$ cat src/rtl/sprite_draw_scheduler.sv
// Frame sequencer for the double-buffered sprite renderer: on a vsync swap it clears
// the back buffer, then rasterises each enabled sprite in slot order, one pixel per handshake.
module sprite_draw_scheduler #(
  parameter int         NUM_SPRITES = 4,
  parameter int         SPR_W       = 16,
  parameter int         SPR_H       = 21,
  parameter int         SCREEN_W    = 320,
  parameter int         SCREEN_H    = 240,
  parameter logic [2:0] CLEAR_COLOR = 3'b000
) (
  input  logic                     clk,
  input  logic                     reset,
  input  logic                     vsync,
  input  logic [NUM_SPRITES-1:0]   spr_en,
  input  logic [9*NUM_SPRITES-1:0] spr_x,
  input  logic [8*NUM_SPRITES-1:0] spr_y,
  input  logic [3*NUM_SPRITES-1:0] spr_color,
  output logic                     wr_valid,
  input  logic                     wr_ready,
  output logic [8:0]               px,
  output logic [7:0]               py,
  output logic [2:0]               pcolor,
  output logic                     draw_buf,
  output logic                     busy,
  output logic                     frame_done,
  output logic                     overrun
);

  localparam int IDX_W = $clog2(NUM_SPRITES + 1);
  localparam int DX_W  = (SPR_W > 1) ? $clog2(SPR_W) : 1;
  localparam int DY_W  = (SPR_H > 1) ? $clog2(SPR_H) : 1;

  localparam logic [IDX_W-1:0] LAST_IDX = IDX_W'(NUM_SPRITES);
  localparam logic [8:0]       X_MAX    = 9'(SCREEN_W - 1);
  localparam logic [7:0]       Y_MAX    = 8'(SCREEN_H - 1);
  localparam logic [DX_W-1:0]  DX_MAX   = DX_W'(SPR_W - 1);
  localparam logic [DY_W-1:0]  DY_MAX   = DY_W'(SPR_H - 1);

  typedef enum logic [1:0] {ST_WAIT, ST_CLEAR, ST_SELECT, ST_DRAW} state_t;

  typedef struct packed {
    logic       valid;
    logic [8:0] x;
    logic [7:0] y;
  } pix_t;

  // Sums are one bit wider than the screen coordinates so an off-screen sprite never wraps back on.
  function automatic pix_t candidate(input logic [8:0] bx, input logic [7:0] by,
                                     input logic [DX_W-1:0] dx, input logic [DY_W-1:0] dy);
    logic [9:0] cx;
    logic [8:0] cy;
    pix_t       p;
    cx      = {1'b0, bx} + 10'(dx);
    cy      = {1'b0, by} + 9'(dy);
    p.valid = (cx < 10'(SCREEN_W)) && (cy < 9'(SCREEN_H));
    p.x     = cx[8:0];
    p.y     = cy[7:0];
    return p;
  endfunction

  state_t                   r_state,    w_state_nxt;
  logic [IDX_W-1:0]         r_idx,      w_idx_nxt;
  logic [NUM_SPRITES-1:0]   r_snap_en,  w_snap_en_nxt;
  logic [9*NUM_SPRITES-1:0] r_snap_x,   w_snap_x_nxt;
  logic [8*NUM_SPRITES-1:0] r_snap_y,   w_snap_y_nxt;
  logic [3*NUM_SPRITES-1:0] r_snap_c,   w_snap_c_nxt;
  logic [8:0]               r_bx,       w_bx_nxt;
  logic [7:0]               r_by,       w_by_nxt;
  logic [2:0]               r_bc,       w_bc_nxt;
  logic [DX_W-1:0]          r_dx,       w_dx_nxt;
  logic [DY_W-1:0]          r_dy,       w_dy_nxt;
  logic                     r_wr_valid, w_wr_valid_nxt;
  logic [8:0]               r_px,       w_px_nxt;
  logic [7:0]               r_py,       w_py_nxt;
  logic [2:0]               r_pcolor,   w_pcolor_nxt;
  logic                     r_draw_buf, w_draw_buf_nxt;
  logic                     r_busy,     w_busy_nxt;
  logic                     r_frame_done, w_frame_done_nxt;
  logic                     r_overrun,  w_overrun_nxt;

  logic                     w_accept;
  logic                     w_sel_en;
  logic [8:0]               w_sel_x;
  logic [7:0]               w_sel_y;
  logic [2:0]               w_sel_c;
  pix_t                     w_pix;

  assign w_accept = r_wr_valid & wr_ready;

  always_comb begin
    w_sel_en = 1'b0;
    w_sel_x  = '0;
    w_sel_y  = '0;
    w_sel_c  = '0;
    for (int i = 0; i < NUM_SPRITES; i++) begin
      if (r_idx == IDX_W'(i)) begin
        w_sel_en = r_snap_en[i];
        w_sel_x  = r_snap_x[9*i +: 9];
        w_sel_y  = r_snap_y[8*i +: 8];
        w_sel_c  = r_snap_c[3*i +: 3];
      end
    end
  end

  // NOTE: every signal driven here gets its default first; a path that skipped one would infer a latch.
  always_comb begin
    w_state_nxt    = r_state;
    w_idx_nxt      = r_idx;
    w_snap_en_nxt  = r_snap_en;
    w_snap_x_nxt   = r_snap_x;
    w_snap_y_nxt   = r_snap_y;
    w_snap_c_nxt   = r_snap_c;
    w_bx_nxt       = r_bx;
    w_by_nxt       = r_by;
    w_bc_nxt       = r_bc;
    w_dx_nxt       = r_dx;
    w_dy_nxt       = r_dy;
    w_wr_valid_nxt = r_wr_valid;
    w_px_nxt       = r_px;
    w_py_nxt       = r_py;
    w_pcolor_nxt   = r_pcolor;
    w_draw_buf_nxt = r_draw_buf;
    w_pix          = '0;

    unique case (r_state)
      ST_WAIT: begin
        if (vsync) begin
          w_state_nxt    = ST_CLEAR;
          w_draw_buf_nxt = ~r_draw_buf;
          w_snap_en_nxt  = spr_en;
          w_snap_x_nxt   = spr_x;
          w_snap_y_nxt   = spr_y;
          w_snap_c_nxt   = spr_color;
          w_wr_valid_nxt = 1'b1;
          w_px_nxt       = '0;
          w_py_nxt       = '0;
          w_pcolor_nxt   = CLEAR_COLOR;
        end
      end

      // px/py double as the raster column/row counters while clearing.
      ST_CLEAR: begin
        if (w_accept) begin
          if (r_px == X_MAX) begin
            w_px_nxt = '0;
            if (r_py == Y_MAX) begin
              w_state_nxt    = ST_SELECT;
              w_idx_nxt      = '0;
              w_wr_valid_nxt = 1'b0;
            end else begin
              w_py_nxt = r_py + 8'd1;
            end
          end else begin
            w_px_nxt = r_px + 9'd1;
          end
        end
      end

      ST_SELECT: begin
        if (r_idx == LAST_IDX) begin
          w_state_nxt = ST_WAIT;
        end else if (!w_sel_en) begin
          w_idx_nxt = r_idx + IDX_W'(1);
        end else begin
          w_state_nxt    = ST_DRAW;
          w_bx_nxt       = w_sel_x;
          w_by_nxt       = w_sel_y;
          w_bc_nxt       = w_sel_c;
          w_dx_nxt       = '0;
          w_dy_nxt       = '0;
          w_pix          = candidate(w_sel_x, w_sel_y, '0, '0);
          w_wr_valid_nxt = w_pix.valid;
          w_px_nxt       = w_pix.x;
          w_py_nxt       = w_pix.y;
          w_pcolor_nxt   = w_sel_c;
        end
      end

      // A clipped pixel (wr_valid low) advances on its own without a handshake.
      ST_DRAW: begin
        if (w_accept || !r_wr_valid) begin
          if ((r_dx == DX_MAX) && (r_dy == DY_MAX)) begin
            w_state_nxt    = ST_SELECT;
            w_idx_nxt      = r_idx + IDX_W'(1);
            w_wr_valid_nxt = 1'b0;
          end else begin
            if (r_dx == DX_MAX) begin
              w_dx_nxt = '0;
              w_dy_nxt = r_dy + DY_W'(1);
            end else begin
              w_dx_nxt = r_dx + DX_W'(1);
            end
            w_pix          = candidate(r_bx, r_by, w_dx_nxt, w_dy_nxt);
            w_wr_valid_nxt = w_pix.valid;
            w_px_nxt       = w_pix.x;
            w_py_nxt       = w_pix.y;
          end
        end
      end

      default: w_state_nxt = ST_WAIT;
    endcase

    w_busy_nxt       = (w_state_nxt != ST_WAIT);
    w_frame_done_nxt = (w_state_nxt == ST_SELECT) && (w_idx_nxt == LAST_IDX);
    w_overrun_nxt    = vsync && (r_state != ST_WAIT);
  end

  // NOTE: sequential state uses non-blocking assignments so every register samples pre-edge values.
  always_ff @(posedge clk) begin
    if (reset) begin
      r_state      <= ST_WAIT;
      r_idx        <= '0;
      r_snap_en    <= '0;
      r_snap_x     <= '0;
      r_snap_y     <= '0;
      r_snap_c     <= '0;
      r_bx         <= '0;
      r_by         <= '0;
      r_bc         <= '0;
      r_dx         <= '0;
      r_dy         <= '0;
      r_wr_valid   <= 1'b0;
      r_px         <= '0;
      r_py         <= '0;
      r_pcolor     <= '0;
      r_draw_buf   <= 1'b0;
      r_busy       <= 1'b0;
      r_frame_done <= 1'b0;
      r_overrun    <= 1'b0;
    end else begin
      r_state      <= w_state_nxt;
      r_idx        <= w_idx_nxt;
      r_snap_en    <= w_snap_en_nxt;
      r_snap_x     <= w_snap_x_nxt;
      r_snap_y     <= w_snap_y_nxt;
      r_snap_c     <= w_snap_c_nxt;
      r_bx         <= w_bx_nxt;
      r_by         <= w_by_nxt;
      r_bc         <= w_bc_nxt;
      r_dx         <= w_dx_nxt;
      r_dy         <= w_dy_nxt;
      r_wr_valid   <= w_wr_valid_nxt;
      r_px         <= w_px_nxt;
      r_py         <= w_py_nxt;
      r_pcolor     <= w_pcolor_nxt;
      r_draw_buf   <= w_draw_buf_nxt;
      r_busy       <= w_busy_nxt;
      r_frame_done <= w_frame_done_nxt;
      r_overrun    <= w_overrun_nxt;
    end
  end

  assign wr_valid   = r_wr_valid;
  assign px         = r_px;
  assign py         = r_py;
  assign pcolor     = r_pcolor;
  assign draw_buf   = r_draw_buf;
  assign busy       = r_busy;
  assign frame_done = r_frame_done;
  assign overrun    = r_overrun;

endmodule

$ cat config.mk
export PLATFORM = sky130hd
export DESIGN_NAME = sprite_draw_scheduler
export DESIGN_NICKNAME = d
export VERILOG_FILES = /design/src/rtl/sprite_draw_scheduler.sv
export SDC_FILE = /design/constraint.sdc
export NUM_CORES = 1
export LEC_CHECK = 0
export CAP_MARGIN = 40
export CORE_MARGIN = 1
export CORE_UTILIZATION = 33
export CTS_CLUSTER_SIZE = 30
export DETAILED_ROUTE_END_ITERATION = 6
export PLACE_DENSITY = 0.51
export SLEW_MARGIN = 20
export SYNTH_ARGS = -nofsm -noshare
export SYNTH_HDL_FRONTEND = slang
export SYNTH_SLANG_ARGS = --single-unit
$ cat constraint.sdc
create_clock -name clk -period 3.3 [get_ports clk]
set_clock_uncertainty 0.1 [all_clocks]
set_input_delay 0.66 -clock clk [delete_from_list [all_inputs] [get_ports clk]]
set_output_delay 0.66 -clock clk [all_outputs]
set_load 0.02 [all_outputs]
Word-level counts from Yosys, hierarchy flattened
Cells that the tools add are included.
W data, S select, Z words.
- multiplexer cells: 81
- order comparisons: 4
- add/sub/neg operators: 7
- reduce and logical (&&, ||, !) cells: 20
- eq/ne operators: 22
- bitwise operators: 3
- operator list (operator ; count):
    $mux W9 ; 11
    $mux W8 ; 12
    $mux W3 ; 14
    $mux W5 ; 8
    $pmux W9 S4 ; 1
    $mux W4 ; 8
    $pmux W8 S4 ; 1
    $ne A2 B2 Y1 const B ; 9
    $mux W2 ; 8
    $mux W1 ; 12
    $add A9 B4 Y10 ; 1
    $lt A10 B9 Y1 const B ; 1
    $pmux W5 S2 ; 1
    $add A8 B5 Y9 ; 1
    $add A9 B1 Y9 const B ; 1
    $eq A9 B9 Y1 const B ; 1
    $lt A9 B8 Y1 const B ; 1
    $lt A9 B9 Y1 const B ; 1
    $pmux W3 S3 ; 1
    $add A8 B1 Y8 const B ; 1
    $eq A8 B8 Y1 const B ; 1
    $lt A8 B8 Y1 const B ; 1
    $pmux W2 S4 ; 1
    $pmux W4 S2 ; 1
    27 further kinds ; 39
- output and inout port bits: 25
- flip-flop bits (word level): 140
- word-level logic and storage cells: 155
- input bits: 88

Longest topological paths before layout
Gate-level depths: netlist of run 1.
- depth after elaboration: 11
- gate-level depth with buffers: 13
- mapped depth without buffers: 11

Least setup slack after synthesis of run 1
Ideal clock, no wire load.
- path type: reg-to-reg
- start point: reg r_dx[0]
- end point: reg r_wr_valid, in the netlist wr_valid
- required time: 3067 ps
- buffers on the path: 1
- setup time: 133 ps
- data arrival time: 2731 ps
- slack: 336 ps
- stages on the path, launching flop included: 12
- clock period less this slack: 2964 ps
- path through: dfxtp_1 > ha_1 > buf_2 > nand3_1 > mux2_2 > fa_1 > a21o_1 > a21oi_1 > xor2_1 > or4b_1 > o2111ai_1 > a311oi_1
- longest elaborated chain between the ends: 11
- elaborated cells on any way between the ends: 19
- classes of those cells: add/sub (3); order compare (2); eq/ne (1); mux (11); reduce/logical (2)
- RTL lines (item ; RTL line ; text):
    from (decl) ; 70 ; logic [DX_W-1:0] r_dx, w_dx_nxt;
    from (signal assigned) ; 241 ; r_dx <= w_dx_nxt;
    $add A4 B1 Y4 or $eq A4 B4 Y1 (tied branches) ; 191, 182, 187 ;
    $mux W4 or $mux W5 (tied branches) ; 187 ; if (r_dx == DX_MAX) begin
    $mux W4 or $mux W5 (tied branches) ; 182 ; if ((r_dx == DX_MAX) && (r_dy == DY_MAX)) begin
    $mux W4 or $mux W5 (tied branches) ; 181 ; if (w_accept || !r_wr_valid) begin
    $mux W4 or $mux W5 (tied branches) ; 125 ; unique case (r_state)
    $add A9 B4 Y10 or $add A8 B5 Y9 (tied branches) ; 53, 54 ;
    $lt A10 B9 Y1 or $lt A9 B8 Y1 (tied branches) ; 55 ; p.valid = (cx < 10'(SCREEN_W)) && (cy < 9'(SCREEN_H));
    $logic_and A1 B1 Y1 ; 55 ;
    $mux W1 * ; 182 ;
    $mux W1 * ; 181 ;
    $pmux W1 S4 * ; 125 ;
    to (signal assigned) ; 243 ; r_wr_valid <= w_wr_valid_nxt;
    to (decl) ; 72 ; logic r_wr_valid, w_wr_valid_nxt;
Mark *: on every way between the ends. The rest lies on a longest branch, timed or not. The select of a mux whose other input is x is not followed.
A chain may end at the register's enable or synchronous reset.

Worst setup path after layout of run 1
Ends and elaborated chain as after synthesis.

==> flow_metrics.py, run 1 <==
metrics = {
    "power_and_ir_drop": {
        "ir_drop_mv": 0.281,
        "internal_power_uw": 3060,
        "switching_share": 0.265,
        "p_seq_frac": 0.440,
        "p_leak_uw": 0.00334,
        "combPwrFrac": 0.117,
        "p_clk_frac": 0.443,
        "power_density_nw_per_um2": 449,
        "power.switching_uw": 1100,
    },
    "detailed_routing": {
        "vias": 6924,
        "routedWlPerCell_um": 16.7,
        "remaining_drc_errors": 0,
        "via_per_inst": 5.20,
        "antenna_left": 0,
        "wl_met3_um": 985,
        "drt_pass1_iterations": 5,
        "wl_um": 22200,
        "dr_wl_met2_um": 10100,
        "drt_iter0_drc": 351,
        "highest_layer": "met4",
        "met1_length_um": 10800,
    },
    "yosys": {
        "syn-mean-instance-area_um2": 7.69,
        "synth_ff_type": "dfxtp_1",
        "synth_cells": 947,
        "ys_ff_latch": 140,
        "ys_top_cells_by_area": "dfxtp_1 (38%), nand2_1 (12%), a21oi_1 (9.8%), ha_1 (3.3%), o21ai_0 (2.6%)",
        "ys.warnings.count": 0,
        "synth_cell_type_count": 81,
        "synth_nets": 1056,
        "yosysSeqAreaShare": 0.385,
        "synth_top_area_share": 0.385,
        "ys_async_sr_fraction": 0,
        "synth_top_area_cell": "dfxtp_1",
        "synth_edf_count": 0,
        "synthesis.area_um2": 7280,
    },
    "sta": {
        "report.final.slew_viol_count": 0,
        "setup-violations-final": 0,
        "worstMarginPinSlew_ns": 0.703,
        "layout_min_cycle_time_ns": 3.09,
        "fmax_mhz": 323,
        "hold_slack_ns": 0.350,
        "fin_crit_sh": 0.937,
        "maxSlewHeadroom": 0.531,
        "rsz0062_at_grt": "false",
        "fin_setup_tns_ns": 0,
        "report.final.hold_viol_count": 0,
    },
    "place": {
        "dpl-instance-area_um2": 8710,
        "port_buffers": 112,
        "dp_hpwl_um": 16000,
        "gp_congestion": 0.881,
    },
    "final_layout": {
        "final_area_um2": 9280,
        "final_cell_mix": "nand2_1 (234), a21oi_1 (143), dfxtp_1 (140)",
        "area_growth_pct": 27.4,
        "nets": 1154,
        "drive_gt1_frac": 0.0757,
        "antennaDiodeCount": 0,
        "final_common_cell": "nand2_1",
    },
    "global_routing": {
        "grt_usage": 0.203,
        "grt_pass1_vias": 6436,
        "grt_first_pass_wirelength_um": 35100,
        "antenna_found_initial": 0,
        "grt_overflow_total": 0,
        "grt_max_degree": 77,
    },
    "setup_path": {
        "required_ns": 3.50,
        "endpoint_kind": "flop",
        "worst_path_max_delay_cell": "or4b_1",
        "crit_top_cell": "ha_1",
        "ff2ff_path_depth": 11,
        "cp_top_family": "simple AND/OR/NAND/NOR gates",
        "worstPathArrival_ns": 3.29,
        "start_kind": "flop",
        "timing.rr.start": "r_dx[0]$_SDFFE_PP0P_",
        "crit_fanout": 6,
        "timing_worst_setup_path_type": "flop to flop",
        "cpPeakStageDelay_ns": 0.47,
        "startpoint": "r_dx[0]$_SDFFE_PP0P_",
        "crit_chain": "ha_1 > and4_1 > nand3_1 > xnor2_1 > ha_1 > o21ai_1 > or2_1 > o211ai_1 > or4b_1 > o2111ai_1 > a311oi_1",
        "reg2reg_to": "wr_valid$_SDFFE_PP0P_",
        "r2r_setup_slack_ns": 0.21,
        "crit_buf_inv": 0,
    },
    "clock_tree": {
        "clock_latency_ns": 0.43,
        "clock-sinks": 140,
        "path_clk_slew_ns": 0.06,
        "post_cts_resized": 0,
        "cts_tree": "done",
        "cts_max_path_buffers": 2,
        "root_buffer": "clkbuf_16",
        "post_cts_buffers": 0,
        "numCtsBuffers": 17,
        "h-tree-depth": 4,
        "ctsHoldBuffers": 0,
    },
    "die": {
        "dieArea_um2": 22700,
        "die_y_um": 151,
        "die_w_um": 151,
        "start_util": 0.341,
        "ios": 113,
        "rows": 53,
        "design.core.area_um2": 21400,
    },
    "hold_path": {
        "min_to": "r_snap_y[23]$_SDFFE_PP0P_",
        "hp-class": "flop to flop",
        "whs_path_depth": 2,
        "holdCritStartpoint": "r_snap_y[23]$_SDFFE_PP0P_",
    },
    "status": {
        "status": "completed",
    },
    "run": {
        "max_cap_viol_count": 0,
    },
}
-- state kept, by name (all words and copies together) (netlist names), 5 cells and up --
name / flops
r_snap_x: 36
r_snap_y: 32
r_snap_c: 12
px: 9
r_bx: 9
py: 8
r_by: 8
r_dy: 5
-- worst max-delay path by stage --
stage	to	slack, ns	depth (start not counted)
4_1_cts	wr_valid$_SDFFE_PP0P_	0.22	10
6_report	wr_valid$_SDFFE_PP0P_	0.21	11
2_1_floorplan	wr_valid$_SDFFE_PP0P_	0.34	11
3_5_place_dp	wr_valid$_SDFFE_PP0P_	0.25	11
3_3_place_gp	wr_valid$_SDFFE_PP0P_	0.26	10
5_1_grt	wr_valid$_SDFFE_PP0P_	0.04	10
-- cells by family (layout without fill, tap and decap cells) --
kind of cell	after synthesis	after routing	synth area share
DFF	140	140	0.385
AOI/OAI and AO/OA	289	289	0.250
and+or+nand+nor	387	387	0.242
adders and majority gates	21	21	0.0381
muxes	4	4	0.00567
xor gates and xnor gates	26	26	0.0313
buffers and inverters	80	190	0.0478
-- metal layers --
layer	global-route usage	up-vias
li1	-	3525
met1	0.276	3222
met2	0.316	156
met3	0.0467	21
met4	0.0601	0
met5	0	-
-- area by class of cell --
class / instances / area (um2)
inverters: 17 / 63.8
clock inverters: 12 / 118
clock buffers: 19 / 443
fillers: 2238 / 12100
flip-flops and latches: 140 / 2800
multi-input cells: 727 / 4140
well taps: 275 / 344
repair buffers: 142 / 1370
-- per-stage QoR --
stage	setup WS, ns	instances	util	power, uW
after global placement	0.263	1301	0.408	2360
final	0.207	1332	0.434	4160
after global routing	0.0445	1332	0.434	4340
after CTS	0.225	1332	0.434	4220
after floorplan	0.336	947	-	2120
after detailed placement	0.250	1301	0.408	2360
-- synth_stat cells (17+ instances only) --
master and n:
a211oi_1 21, o21ai_0 38, nand3_1 17, dfxtp_1 140, nand2_1 235, nor2_1 50
a21oi_1 143, nor2b_1 17, clkbuf_1 36, ha_1 19, xnor2_1 20
-- power by group through the flow --
| stage | Combinational, uW | Sequential, uW | Clock (uW) |
|---|---|---|---|
| final | 488 | 1830 | 1840 |
| after global routing | 542 | 1840 | 1960 |
| after CTS | 494 | 1830 | 1890 |
| after detailed placement | 491 | 1870 | 0 |
| after global placement | 492 | 1870 | 0 |
| after floorplan | 248 | 1870 | 0 |
-- tightest hold or removal path, cell delays in order (launching register included) --
cell	delay (ns)
dfxtp_1	0.30
nand2_1	0.05
a21oi_1	0.05
No activity file was read; power rests on OpenSTA's default activity.
==> inputs of run 2 (changes only) <==
--- a/config.mk
+++ b/config.mk
@@ -11,6 +11,7 @@
 export CTS_CLUSTER_SIZE = 30
 export DETAILED_ROUTE_END_ITERATION = 6
 export PLACE_DENSITY = 0.51
+export RECOVER_POWER = 25
 export SLEW_MARGIN = 20
 export SYNTH_ARGS = -nofsm -noshare
 export SYNTH_HDL_FRONTEND = slang
==> flow_metrics.py, run 2 (synthesis gave the netlist of run 1 again) <==
metrics = {
    "clock_tree": {
        "cts_max_path_buffers": 2,
        "numCtsBuffers": 17,
        "post_cts_resized": 0,
        "root_buffer": "clkbuf_16",
        "path_clk_slew_ns": 0.06,
        "clock-sinks": 140,
        "cts_tree": "done",
        "post_cts_buffers": 0,
        "h-tree-depth": 4,
        "clock_latency_ns": 0.43,
        "ctsHoldBuffers": 0,
    },
    "sta": {
        "report.final.slew_viol_count": 0,
        "setup-violations-final": 0,
        "maxSlewHeadroom": 0.0719,
        "worstMarginPinSlew_ns": 1.39,
        "layout_min_cycle_time_ns": 3.09,
        "fin_setup_tns_ns": 0,
        "rsz0062_at_grt": "false",
        "fin_crit_sh": 0.937,
        "fmax_mhz": 323,
        "report.final.hold_viol_count": 0,
        "hold_slack_ns": 0.350,
    },
    "die": {
        "design.core.area_um2": 21400,
        "ios": 113,
        "die_w_um": 151,
        "die_y_um": 151,
        "start_util": 0.341,
        "rows": 53,
        "dieArea_um2": 22700,
    },
    "setup_path": {
        "required_ns": 3.50,
        "crit_fanout": 6,
        "r2r_setup_slack_ns": 0.21,
        "crit_chain": "ha_1 > and4_1 > nand3_1 > xnor2_1 > ha_1 > o21ai_1 > or2_1 > o211ai_1 > or4b_1 > o2111ai_1 > a311oi_1",
        "crit_top_cell": "ha_1",
        "cpPeakStageDelay_ns": 0.47,
        "timing_worst_setup_path_type": "flop to flop",
        "endpoint_kind": "flop",
        "worstPathArrival_ns": 3.29,
        "start_kind": "flop",
        "worst_path_max_delay_cell": "or4b_1",
    },
    "global_routing": {
        "grt_first_pass_wirelength_um": 35100,
        "grt_usage": 0.203,
        "grt_pass1_vias": 6436,
        "antenna_found_initial": 0,
        "grt_max_degree": 77,
        "grt_overflow_total": 0,
    },
    "detailed_routing": {
        "via_per_inst": 5.20,
        "drt_iter0_drc": 347,
        "wl_um": 22200,
        "antenna_left": 0,
        "routedWlPerCell_um": 16.7,
        "drt_pass1_iterations": 5,
        "vias": 6925,
        "remaining_drc_errors": 0,
    },
    "final_layout": {
        "nets": 1154,
        "final_common_cell": "nand2_1",
        "final_cell_mix": "nand2_1 (235), a21oi_1 (143), dfxtp_1 (140)",
        "multi_input_area_um2": 4130,
        "area_growth_pct": 27.1,
        "drive_gt1_frac": 0.0747,
        "reg.largest.list": "r_snap_x: 36 flops, r_snap_y: 32 flops, r_snap_c: 12 flops",
        "nFillCells": 2240,
        "antennaDiodeCount": 0,
        "seqCellArea_um2": 2800,
        "top_register": "r_snap_x",
        "largest_reg_flops": 36,
    },
    "place": {
        "gp_congestion": 0.881,
        "dp_hpwl_um": 16000,
        "port_buffers": 112,
    },
    "hold_path": {
        "hp-class": "flop to flop",
    },
    "power_and_ir_drop": {
        "p_leak_uw": 0.00333,
        "ir_drop_mv": 0.280,
        "power_density_nw_per_um2": 450,
    },
    "run": {
        "max_cap_viol_count": 0,
    },
    "status": {
        "status": "completed",
    },
}
run 2: cell count changes in the layout (fill, tap and decap cells not counted):
cell	previous run	this run
buf_12	2	1
buf_4	29	27
clkbuf_2	0	3
nand2_1	234	235
nand2_2	1	0
run 2: worst max-delay path: cells and delay by family (launching register included):
kind            cells  cell delay, ns
compound gates      4            0.57
xor+xnor            1            0.16
fa+ha+maj           2            0.57
flops               1            0.41
simple gates        4            1.16
run 2: per-stage QoR:
step	worst slack (ns)	total power (uW)	cell area [um2]	utilization	cells
3_3_place_gp	0.263	2360	8710	0.408	1301
4_1_cts	0.225	4220	9280	0.434	1332
6_report	0.208	4160	9250	0.433	1332
2_1_floorplan	0.336	2120	7280	-	947
5_1_grt	0.0444	4340	9250	0.433	1332
3_5_place_dp	0.250	2360	8710	0.408	1301
run 2: routing by layer:
layer  GRT usage  wire length (um)
met1       0.276             10800
met2       0.316             10100
met3      0.0467              1020
met4      0.0601               302
met5           0                 0
run 2: power breakdown:
part	leakage (uW)	internal, uW	total [uW]	switching, uW
Combinational	0.00192	228	485	256
Sequential	0.00114	1770	1830	61.4
Clock	0.000274	1060	1850	785
Total	0.00333	3060	4160	1100
run 2: final timing paths:
path / from / to / cells past startpoint
max: r_dx[0]$_SDFFE_PP0P_ / wr_valid$_SDFFE_PP0P_ / 11
min: r_snap_y[23]$_SDFFE_PP0P_ / r_snap_y[23]$_SDFFE_PP0P_ / 2
max reg2reg: r_dx[0]$_SDFFE_PP0P_ / wr_valid$_SDFFE_PP0P_ / 11
min reg2reg: r_snap_y[23]$_SDFFE_PP0P_ / r_snap_y[23]$_SDFFE_PP0P_ / 2
run 2: area by class of cell:
cell class / instances / area share
Clock buffer: 19 / 0.0479
Clock inverter: 12 / 0.0127
Tap cell: 275 / 0.0372
Inverter: 17 / 0.00690
Timing Repair Buffer: 142 / 0.146
Sequential cell: 140 / 0.303
Multi-Input combinational cell: 727 / 0.447
